==> config.mk <==
export PLATFORM = sky130hd
export DESIGN_NAME = apb_capture_fifo
export DESIGN_NICKNAME = d
export VERILOG_FILES = /design/src/rtl/capture_pkg.sv /design/src/rtl/sync_fifo.sv /design/src/rtl/apb_capture_fifo.sv
export SDC_FILE = /design/constraint.sdc
export NUM_CORES = 1
export LEC_CHECK = 0
export BUFFER_PORTS_ARGS = -buffer_cell sky130_fd_sc_hd__clkbuf_2
export CORE_UTILIZATION = 45
export DETAILED_ROUTE_END_ITERATION = 12
export GPL_TIMING_DRIVEN = 0
export PLACE_DENSITY = 0.61
export SLEW_MARGIN = 15
export SYNTH_ARGS = -nofsm -noshare
export SYNTH_HDL_FRONTEND = slang
export SYNTH_SLANG_ARGS = --single-unit
==> constraint.sdc <==
create_clock -name clk -period 4.9 [get_ports clk]
set_input_delay 0 -clock clk [delete_from_list [all_inputs] [get_ports clk]]
set_output_delay 0 -clock clk [all_outputs]
set_load 0.005 [all_outputs]
==> src/rtl/capture_pkg.sv <==
// capture_pkg
//   Shared definitions for the APB logic-capture block: register word
//   addresses, CTRL/STATUS bit positions and the capture FSM encoding.
//   No ports; imported by apb_capture_fifo.
package capture_pkg;

  // Register word addresses (PADDR is a word index, one register each)
  localparam int ADDR_CTRL   = 0;
  localparam int ADDR_STATUS = 1;
  localparam int ADDR_COUNT  = 2;
  localparam int ADDR_DATA   = 3;
  localparam int ADDR_MATCH  = 4;
  localparam int ADDR_MASK   = 5;
  localparam int ADDR_DIV    = 6;

  // CTRL bit positions
  localparam int CTRL_ARM  = 0;
  localparam int CTRL_CLR  = 1;
  localparam int CTRL_MODE = 2;
  localparam int CTRL_CONT = 3;

  // STATUS bit positions
  localparam int ST_EMPTY = 0;
  localparam int ST_FULL  = 1;
  localparam int ST_ARMED = 2;
  localparam int ST_TRIG  = 3;
  localparam int ST_OVF   = 4;

  // Capture FSM. STATUS.ARMED/TRIGGERED together identify the state,
  // so the state is always visible to the host through STATUS.
  typedef enum logic [1:0] {
    S_IDLE    = 2'd0,
    S_ARMED   = 2'd1,
    S_CAPTURE = 2'd2,
    S_DONE    = 2'd3
  } cap_state_e;

endpackage

==> src/rtl/sync_fifo.sv <==
// sync_fifo
//   Single-clock FIFO with flush and a registered head-of-queue output.
//   o_rdata always holds the oldest entry (undefined when empty), so a
//   reader can present it without a memory read in the pop cycle.
// Ports
//   clk, rst_n    clock, synchronous active-low reset
//   i_push/i_wdata  enqueue; ignored when full unless popping same cycle
//   i_pop         dequeue; ignored when empty
//   i_flush       empty the FIFO; overrides push and pop
//   o_rdata       head entry
//   o_full, o_empty, o_count  occupancy (count is 0..DEPTH)
module sync_fifo #(
  parameter int DEPTH = 16,
  parameter int DW    = 8
) (
  input  logic                       clk,
  input  logic                       rst_n,
  input  logic                       i_push,
  input  logic [DW-1:0]              i_wdata,
  input  logic                       i_pop,
  input  logic                       i_flush,
  output logic [DW-1:0]              o_rdata,
  output logic                       o_full,
  output logic                       o_empty,
  output logic [$clog2(DEPTH):0]     o_count
);

  localparam int PW = $clog2(DEPTH);
  localparam int CW = PW + 1;

  logic [DW-1:0] r_mem [DEPTH];
  logic [PW-1:0] r_wr_ptr;
  logic [PW-1:0] r_rd_ptr;
  logic [CW-1:0] r_count;
  logic [DW-1:0] r_rdata;

  logic          w_do_push;
  logic          w_do_pop;
  logic [PW-1:0] w_rd_next;

  assign o_full  = (r_count == CW'(DEPTH));
  assign o_empty = (r_count == '0);
  assign o_count = r_count;
  assign o_rdata = r_rdata;

  // A full FIFO still accepts a push when an entry leaves the same cycle.
  assign w_do_pop  = i_pop & ~o_empty & ~i_flush;
  assign w_do_push = i_push & (~o_full | w_do_pop) & ~i_flush;
  assign w_rd_next = r_rd_ptr + PW'(w_do_pop);

  always_ff @(posedge clk) begin
    if (w_do_push) r_mem[r_wr_ptr] <= i_wdata;
  end

  always_ff @(posedge clk) begin
    if (!rst_n || i_flush) begin
      r_wr_ptr <= '0;
      r_rd_ptr <= '0;
      r_count  <= '0;
      r_rdata  <= '0;
    end else begin
      if (w_do_push) r_wr_ptr <= r_wr_ptr + PW'(1);
      if (w_do_pop)  r_rd_ptr <= w_rd_next;
      if (w_do_push && !w_do_pop)      r_count <= r_count + CW'(1);
      else if (w_do_pop && !w_do_push) r_count <= r_count - CW'(1);
      // Next head: bypass the write when it lands on the new head slot
      // (FIFO was empty, or drains to the entry being written).
      if (w_do_push && (r_wr_ptr == w_rd_next)) r_rdata <= i_wdata;
      else                                      r_rdata <= r_mem[w_rd_next];
    end
  end

endmodule

==> src/rtl/apb_capture_fifo.sv <==
// apb_capture_fifo
//   APB target that samples an 8-bit debug bus into a FIFO after a
//   programmable trigger (immediate or masked match), one-shot or
//   continuous, with a programmable sample divider. Host drains DATA.
// Ports
//   clk, rst_n                       clock, synchronous active-low reset
//   PSEL, PENABLE, PWRITE, PADDR, PWDATA   APB request
//   PRDATA, PREADY                   APB response
//   sample_in                        capture source (already in clk domain)
//   irq                              level: capture done or overflow
module apb_capture_fifo
  import capture_pkg::*;
#(
  parameter int DEPTH = 16,
  parameter int DW    = 8,
  parameter int AW    = 5
) (
  input  logic          clk,
  input  logic          rst_n,
  input  logic          PSEL,
  input  logic [AW-1:0] PADDR,
  input  logic          PENABLE,
  input  logic          PWRITE,
  input  logic [DW-1:0] PWDATA,
  output logic [DW-1:0] PRDATA,
  output logic          PREADY,
  input  logic [DW-1:0] sample_in,
  output logic          irq
);

  localparam int CW = $clog2(DEPTH) + 1;

  cap_state_e    r_state;
  cap_state_e    w_state_nxt;
  logic          r_wait;
  logic          r_mode;
  logic          r_cont;
  logic          r_ovf;
  logic [DW-1:0] r_match;
  logic [DW-1:0] r_mask;
  logic [DW-1:0] r_div;
  logic [DW-1:0] r_div_cnt;

  logic          w_access;
  logic          w_wr;
  logic          w_ctrl_wr;
  logic          w_clr;
  logic          w_data_rd;
  logic          w_pop;
  logic          w_push;
  logic          w_set_ovf;
  logic          w_div_restart;
  logic          w_tick;
  logic          w_match;
  logic          w_armed;
  logic          w_trig;
  logic [DW-1:0] w_fifo_rdata;
  logic          w_fifo_full;
  logic          w_fifo_empty;
  logic [CW-1:0] w_fifo_count;

  // Handshake: a transfer completes on the clock edge where
  // PSEL & PENABLE & PREADY are all high. Only DATA reads stall: the first
  // access cycle drives PREADY=0 (r_wait set), the second completes and pops.
  assign w_access  = PSEL & PENABLE;
  assign w_wr      = w_access & PWRITE;
  assign w_ctrl_wr = w_wr & (PADDR == AW'(ADDR_CTRL));
  assign w_clr     = w_ctrl_wr & PWDATA[CTRL_CLR];
  assign w_data_rd = w_access & ~PWRITE & (PADDR == AW'(ADDR_DATA));
  assign PREADY    = ~(w_data_rd & ~r_wait);
  assign w_pop     = w_data_rd & r_wait;

  assign w_tick  = (r_div_cnt == r_div);
  assign w_match = (((sample_in ^ r_match) & r_mask) == '0);
  assign w_armed = (r_state == S_ARMED) || (r_state == S_CAPTURE);
  assign w_trig  = (r_state == S_CAPTURE) || (r_state == S_DONE);
  assign irq     = (r_state == S_DONE) | r_ovf;

  sync_fifo #(.DEPTH(DEPTH), .DW(DW)) u_fifo (
    .clk     (clk),
    .rst_n   (rst_n),
    .i_push  (w_push),
    .i_wdata (sample_in),
    .i_pop   (w_pop),
    .i_flush (w_clr),
    .o_rdata (w_fifo_rdata),
    .o_full  (w_fifo_full),
    .o_empty (w_fifo_empty),
    .o_count (w_fifo_count)
  );

  // CTRL writes take precedence over capture activity in the same cycle;
  // CLR beats everything, then disarm, then arm from IDLE/DONE.
  always_comb begin
    w_state_nxt   = r_state;
    w_push        = 1'b0;
    w_set_ovf     = 1'b0;
    w_div_restart = 1'b0;
    if (w_clr) begin
      w_state_nxt = S_IDLE;
    end else if (w_ctrl_wr && !PWDATA[CTRL_ARM]) begin
      w_state_nxt = S_IDLE;
    end else if (w_ctrl_wr && ((r_state == S_IDLE) || (r_state == S_DONE))) begin
      w_state_nxt   = S_ARMED;
      w_div_restart = 1'b1;
    end else begin
      case (r_state)
        S_ARMED: begin
          if (w_tick && (!r_mode || w_match)) begin
            w_state_nxt = S_CAPTURE;
            w_push      = 1'b1;
          end
        end
        S_CAPTURE: begin
          if (w_tick) begin
            if (w_fifo_full && !w_pop) begin
              if (r_cont) w_set_ovf   = 1'b1;
              else        w_state_nxt = S_DONE;
            end else begin
              w_push = 1'b1;
            end
          end
        end
        default: ;
      endcase
    end
  end

  always_ff @(posedge clk) begin
    if (!rst_n) begin
      r_state   <= S_IDLE;
      r_wait    <= 1'b0;
      r_mode    <= 1'b0;
      r_cont    <= 1'b0;
      r_ovf     <= 1'b0;
      r_match   <= '0;
      r_mask    <= '0;
      r_div     <= '0;
      r_div_cnt <= '0;
    end else begin
      r_state <= w_state_nxt;
      r_wait  <= w_data_rd & ~r_wait;
      if (w_div_restart || w_tick) r_div_cnt <= '0;
      else                         r_div_cnt <= r_div_cnt + DW'(1);
      if (w_clr)          r_ovf <= 1'b0;
      else if (w_set_ovf) r_ovf <= 1'b1;
      if (w_wr) begin
        case (PADDR)
          AW'(ADDR_CTRL): begin
            r_mode <= PWDATA[CTRL_MODE];
            r_cont <= PWDATA[CTRL_CONT];
          end
          AW'(ADDR_MATCH): r_match <= PWDATA;
          AW'(ADDR_MASK):  r_mask  <= PWDATA;
          AW'(ADDR_DIV):   r_div   <= PWDATA;
          default: ;
        endcase
      end
    end
  end

  always_comb begin
    PRDATA = '0;
    if (PSEL && !PWRITE) begin
      case (PADDR)
        AW'(ADDR_CTRL): begin
          PRDATA[CTRL_ARM]  = w_armed;
          PRDATA[CTRL_MODE] = r_mode;
          PRDATA[CTRL_CONT] = r_cont;
        end
        AW'(ADDR_STATUS): begin
          PRDATA[ST_EMPTY] = w_fifo_empty;
          PRDATA[ST_FULL]  = w_fifo_full;
          PRDATA[ST_ARMED] = w_armed;
          PRDATA[ST_TRIG]  = w_trig;
          PRDATA[ST_OVF]   = r_ovf;
        end
        AW'(ADDR_COUNT): PRDATA = DW'(w_fifo_count);
        AW'(ADDR_DATA):  PRDATA = w_fifo_empty ? '0 : w_fifo_rdata;
        AW'(ADDR_MATCH): PRDATA = r_match;
        AW'(ADDR_MASK):  PRDATA = r_mask;
        AW'(ADDR_DIV):   PRDATA = r_div;
        default: ;
      endcase
    end
  end

endmodule

### After elaboration in Yosys (flattened, before gate mapping)

Memories as Yosys holds them, arrays and structs flattened. A register that Yosys moved wholly into a read port is not among the register bits.
Index checks and enable logic that the tools add are counted.

| cells by class | value |
|---|---|
| add/subtract/negate cells | 5 |
| multipliers | 0 |
| div/mod/pow operators | 0 |
| magnitude comparators | 0 |
| equal/unequal tests | 19 |
| shift-type cells | 0 |
| muxes and demuxes | 34 |
| bitwise operators | 23 |
| reductions and logical operators | 37 |

Operators by type and width:

| cell | number |
|---|---|
| $mux 1 | 19 |
| $mux 8 | 2 |
| $eq 5x3->1 const B | 3 |
| $pmux 2 s7 | 1 |
| $and 1x1->1 | 12 |
| $pmux 1 s6 | 2 |
| $pmux 3 s4 | 1 |
| $eq 5x2->1 const B | 2 |
| $logic_not 5->1 | 2 |
| $mux 5 | 2 |
| $reduce_and 5->1 | 2 |
| $add 8x1->8 const B | 1 |
| $and 8x8->8 | 1 |
| $eq 8x8->1 | 1 |
| $logic_not 8->1 | 1 |
| $mux 2 | 4 |
| $reduce_and 2->1 | 4 |
| $xor 8x8->8 | 1 |
| $logic_and 1x1->1 | 7 |
| $logic_not 1->1 | 7 |
| $not 1->1 | 7 |
| $pmux 1 s7 | 1 |
| $logic_or 1x1->1 | 6 |
| $ne 3x1->1 const B | 2 |
| 20 further kinds | 27 |

| storage, ports and cells | value |
|---|---|
| register bits after elaboration | 51 |
| latch bits | 0 |
| RAM bits | 128 |
| ROM bits | 0 |
| input port bits | 26 |
| output and inout bits | 10 |
| word-level logic and storage cells | 132 |
| memories | 1 |

Memory list:

| name | words | width | read ports | clocked after Yosys merged registers in | wr ports | RTL line | text |
|---|---|---|---|---|---|---|---|
| u_fifo.r_mem | 16 | 8 | 1 | 1 | 1 | sync_fifo.sv:31 | `logic [DW-1:0] r_mem [DEPTH];` |

### Longest topological paths before layout

| depth | value |
|---|---|
| word-level depth | 18 |
| depth in mapped cells | 14 |

### Modules after synthesis

Synthesis repeated with hierarchy kept, for this count alone.

| unflattened totals | value |
|---|---|
| cells, all modules | 639 |
| area total of the unflattened synthesis | 8406.8 um^2 |

Modules (own cells, without submodules):

| module | instances | cells an instance | area each (um^2) | seq. area each (um^2) |
|---|---|---|---|---|
| sync_fifo | 1 | 371 | 6089.6 | 4264.1 |
| apb_capture_fifo | 1 | 268 | 2317.2 | 760.7 |

### Worst setup path after synthesis

Ideal clock, no wire load.

| timing | value |
|---|---|
| path type | flip-flop to flip-flop |
| start | register u_fifo.r_count[0], in the netlist u_fifo.o_count[0] |
| end | register u_fifo.r_rdata[0], in the netlist u_fifo.o_rdata[0], read port of u_fifo.r_mem |
| library setup time | 121 ps |
| arrival time | 3158 ps |
| path slack | 1621 ps |
| stages on the path, launching flop included | 13 |
| period minus slack after synthesis | 3279 ps |
| path through | dfxtp_1 -> nor4_1 -> nand2b_1 -> nand3_1 -> inv_1 -> ha_1 -> ha_1 -> clkbuf_1 -> clkbuf_1 -> mux4_2 -> mux4_2 -> nand2_1 -> o21ai_0 |

| between the ends | value |
|---|---|
| longest elaborated chain between the ends | 5 |

RTL lines:

| what | RTL line | text |
|---|---|---|
| start, declared | sync_fifo.sv:34 | `logic [CW-1:0] r_count;` |
| start signal, assigned | sync_fifo.sv:64 | `if (w_do_push && !w_do_pop) r_count <= r_count + CW'(1);` |
| start signal, assigned | sync_fifo.sv:65 | `else if (w_do_pop && !w_do_push) r_count <= r_count - CW'(1);` |
| $logic_not 5->1 | sync_fifo.sv:42 | `assign o_empty = (r_count == '0);` |
| $not 1->1 | sync_fifo.sv:47 | `assign w_do_pop = i_pop & ~o_empty & ~i_flush;` |
| $and 1x1->1 (2 in series) | sync_fifo.sv:47 |  |
| named net u_fifo.w_do_pop | sync_fifo.sv:38 | `logic w_do_pop;` |
| $add 4x1->4 | sync_fifo.sv:49 | `assign w_rd_next = r_rd_ptr + PW'(w_do_pop);` |
| named net u_fifo.w_rd_next[1] | sync_fifo.sv:39 | `logic [PW-1:0] w_rd_next;` |
| end, declared | sync_fifo.sv:35 | `logic [DW-1:0] r_rdata;` |

The timed path passes the listed nets, and every way through them passes these cells.
A chain may end at the register's enable or synchronous reset.

### Final worst setup path

| timing | value |
|---|---|
| start | register u_fifo.r_count[0], in the netlist u_fifo.o_count[0] |
| end | register u_fifo.r_rdata[1], in the netlist u_fifo.o_rdata[1], read port of u_fifo.r_mem |

Same word-level chain as after synthesis.

==> run metrics <==
# H-tree levels 4; CTS sink count between 150 and 200; Clock Latency Late Sink between 0.4 and 0.5 ns; critical path cell sequence nor4_1, nand2b_1, nand3_1, inv_1, ha_1, ha_1, clkbuf_1, clkbuf_1, mux4_2, mux4_2, nand2_1, o21ai_0; first-pass GRT wire length 28,290 µm; Worst EP required 5.20 ns; Crit-path slowest cell clkbuf_1; Yosys cell types 61; Crit Path Class reg -> reg; Fin Setup TNS 0 ns; Pre-antenna DRT Iters 5; Worst-Margin Slew 0.9001 ns; clock slew at reported path FFs ~0.070 ns; DRC 0; Max Cap Viol 0; number of port buffers 34; DR vias a little under 5,000; CP peak stage delay 0.63 ns; Max clock buf depth 2; Final Hold Fails 0; largest area contributor in the netlist edfxtp_1; DIE WIDTH about 140 µm; register area share after synthesis 0.6057; Area growth syn-to-layout 13.35%; asr flop ratio synth 0; Hold WC Path Type in -> reg; hold depth 4; Place WS 0.6474 ns; TritonCTS clock tree yes; FF-to-FF End u_fifo.o_rdata[1]; initial antenna violation count 0; worst path arrival time 4.55 ns; synthesized flop and latch total about 190; Hold EP r_wait; Crit. End Element flip-flop; total gr overflow 0; Syn Area/Cell 14.20 µm²; largest net degree at the start of global routing 19; die area roughly 19,000 µm²; final net count 688; cell row count 49; post-CTS sizing 0; root buffer cell clkbuf_16; ANT nets after route 0; Fmax 0.2350 GHz; Final setup viols 0; origin of the critical flop-to-flop path u_fifo.o_count[0]; pwr/cell area 377.9 nW/µm²; vias in the first global route 4,893; clock skew 0.01176 ns; status finished, final reports clean; cells after synthesis 584; final wirelength 18,560 µm; reg2reg setup slack 0.65 ns; min-delay src PWRITE; synthesized area roughly 8300 µm²; max-slew violations 0; GPL Wtd Cong 0.9056; maximum vdd drop 0.2495 mV; Initial Util 0.4602; GRT Total Usage 0.2085; core area 18,020 µm²; Synth warnings 0; CP Launch Type flip-flop; Die Ht 137.8 µm; cts bufs inserted 17; min Tclk post-route 4.255 ns; slack of the critical path 0.6453 ns; DPL Wire Length about 13,000 µm; num ports 36; Max-slew headroom 0.3979; unrepaired setup endpoints after global routing false; vias per std cell about 5.6; Yosys top cell area share 0.4633; drt first-iter violations ~290; leak pwr 3.246 nW; cells taking the most area after synthesis edfxtp_1 46%, dfxtp_1 14%, mux4_2 11%, mux2i_1 4.3%, nor2_1 3.2%; main flop type after synthesis edfxtp_1; antenna cells 0; Reg2Reg Depth 12; Post-synth EDFFs around 130; Final period util 0.8683; WL per Instance 20.94 µm; Mapped Nets 626; worst-path maximum fanout 10; share of layout cells above drive strength 1 0.2070
final cells by class:
type,instances,area (µm²)
Clock buffer,18,429.2
Buffer,24,112.6
Sequential cell,187,5025
Clock inverter,12,111.4
Timing Repair Buffer,43,260.3
Tap cell,229,286.5
Fill cell,1538,8622
Multi-Input combinational cell,361,3133
Inverter,12,45.04
kinds of logic (layout without fill, tap and decap cells):
| group | after synthesis | count (layout) | synth area share |
|---|---|---|---|
| xor gates and xnor gates | 36 | 36 | 0.04208 |
| DFF | 187 | 187 | 0.6057 |
| and+or+nand+nor | 167 | 167 | 0.09487 |
| muxes | 76 | 76 | 0.1520 |
| adders and majority gates | 16 | 16 | 0.02504 |
| buffers and inverters | 36 | 109 | 0.01900 |
| AOI/OAI and AO/OA | 66 | 66 | 0.06124 |
worst max-delay path: cells and delay by family, from the launching register on:
kind | cells | cell delay [ns]
flops | 1 | 0.39
fa+ha+maj | 2 | 0.52
compound gates | 1 | 0.10
simple gates | 4 | 1.01
buf+inv | 3 | 1.12
mux | 2 | 0.97
timing repair:
action	4_1_cts	5_1_grt
buffers inserted	0	0
endpoints found under the hold margin	30	0
hold buffers	9	0
power breakdown:
group | total [W] | leakage (nW) | switching, W | internal, W
Clock | 0.00128 | 0.253 | 0.000618 | 0.000660
Combinational | 0.000484 | 1.36 | 0.000286 | 0.000198
Sequential | 0.00179 | 1.63 | 0.0000476 | 0.00174
Total | 0.00355 | 3.25 | 0.000952 | 0.00260
cell usage after synthesis (all sizes together) (2+ instances only):
library cell	number
a2111oi	2
a211oi	2
a21o	3
a21oi	12
a221oi	5
a22o	2
a22oi	9
a311oi	2
a41oi	2
and3	8
buf	12
clkbuf	12
dfxtp	59
edfxtp	128
ha	15
inv	12
mux2i	36
mux4	40
nand2	39
nand2b	6
nand3	19
nor2	70
nor2b	3
nor3	6
nor4	4
o21ai	19
or3	3
or4	2
xnor2	8
xor2	27
flip-flops by register name (all words and copies together), names as in the netlist:
signal	cells
r_cont	1
u_fifo.r_wr_ptr	4
u_fifo.r_mem	128
u_fifo.r_rd_ptr	4
r_mode	1
r_wait	1
r_div_cnt	8
r_mask	8
r_ovf	1
u_fifo.o_rdata	8
r_state	2
r_div	8
r_match	8
u_fifo.o_count	5
per-layer routing:
metal / up-vias / track usage / wire length (µm)
met5: - / 0 / 0
met4: 0 / 0.05435 / 224
met3: 18 / 0.03753 / 705
met2: 120 / 0.3643 / 9610
met1: 2456 / 0.2665 / 8014
li1: 2337 / - / -
cells in the final DEF (no fill, tap or decap), drive strengths merged, types with 17 or more instances in the layout:
cell / n
nand3: 19
mux4: 40
inv: 17
edfxtp: 128
dfxtp: 59
mux2i: 36
xor2: 27
nand2: 39
clkbuf: 64
nor2: 70
o21ai: 19
worst max path at each step:
stage / from / to / slack (ns) / cells past startpoint
3_3_place_gp: u_fifo.o_count[0] / u_fifo.o_rdata[1] / 0.68 / 12
6_report: u_fifo.o_count[0] / u_fifo.o_rdata[1] / 0.65 / 12
3_5_place_dp: u_fifo.o_count[0] / u_fifo.o_rdata[1] / 0.65 / 12
5_1_grt: u_fifo.o_count[0] / u_fifo.o_rdata[6] / 0.38 / 12
4_1_cts: u_fifo.o_count[0] / u_fifo.o_rdata[1] / 0.62 / 12
2_1_floorplan: u_fifo.o_count[0] / u_fifo.o_rdata[0] / 1.62 / 12
per-stage QoR:
stage | instances | hold WS (ns) | total power (W) | cell area [µm²] | util
floorplan | 584 | 0.09887 | 0.002158 | 8295 | -
global placement | 847 | 0.2765 | 0.002289 | 8752 | 0.4856
detailed placement | 847 | 0.2991 | 0.002308 | 8772 | 0.4867
CTS | 886 | 0.05612 | 0.003584 | 9403 | 0.5217
global route | 886 | 0.08108 | 0.003700 | 9403 | 0.5217
finish | 886 | 0.06174 | 0.003554 | 9403 | 0.5217
Note: power is estimated with default switching activity, not from simulation.
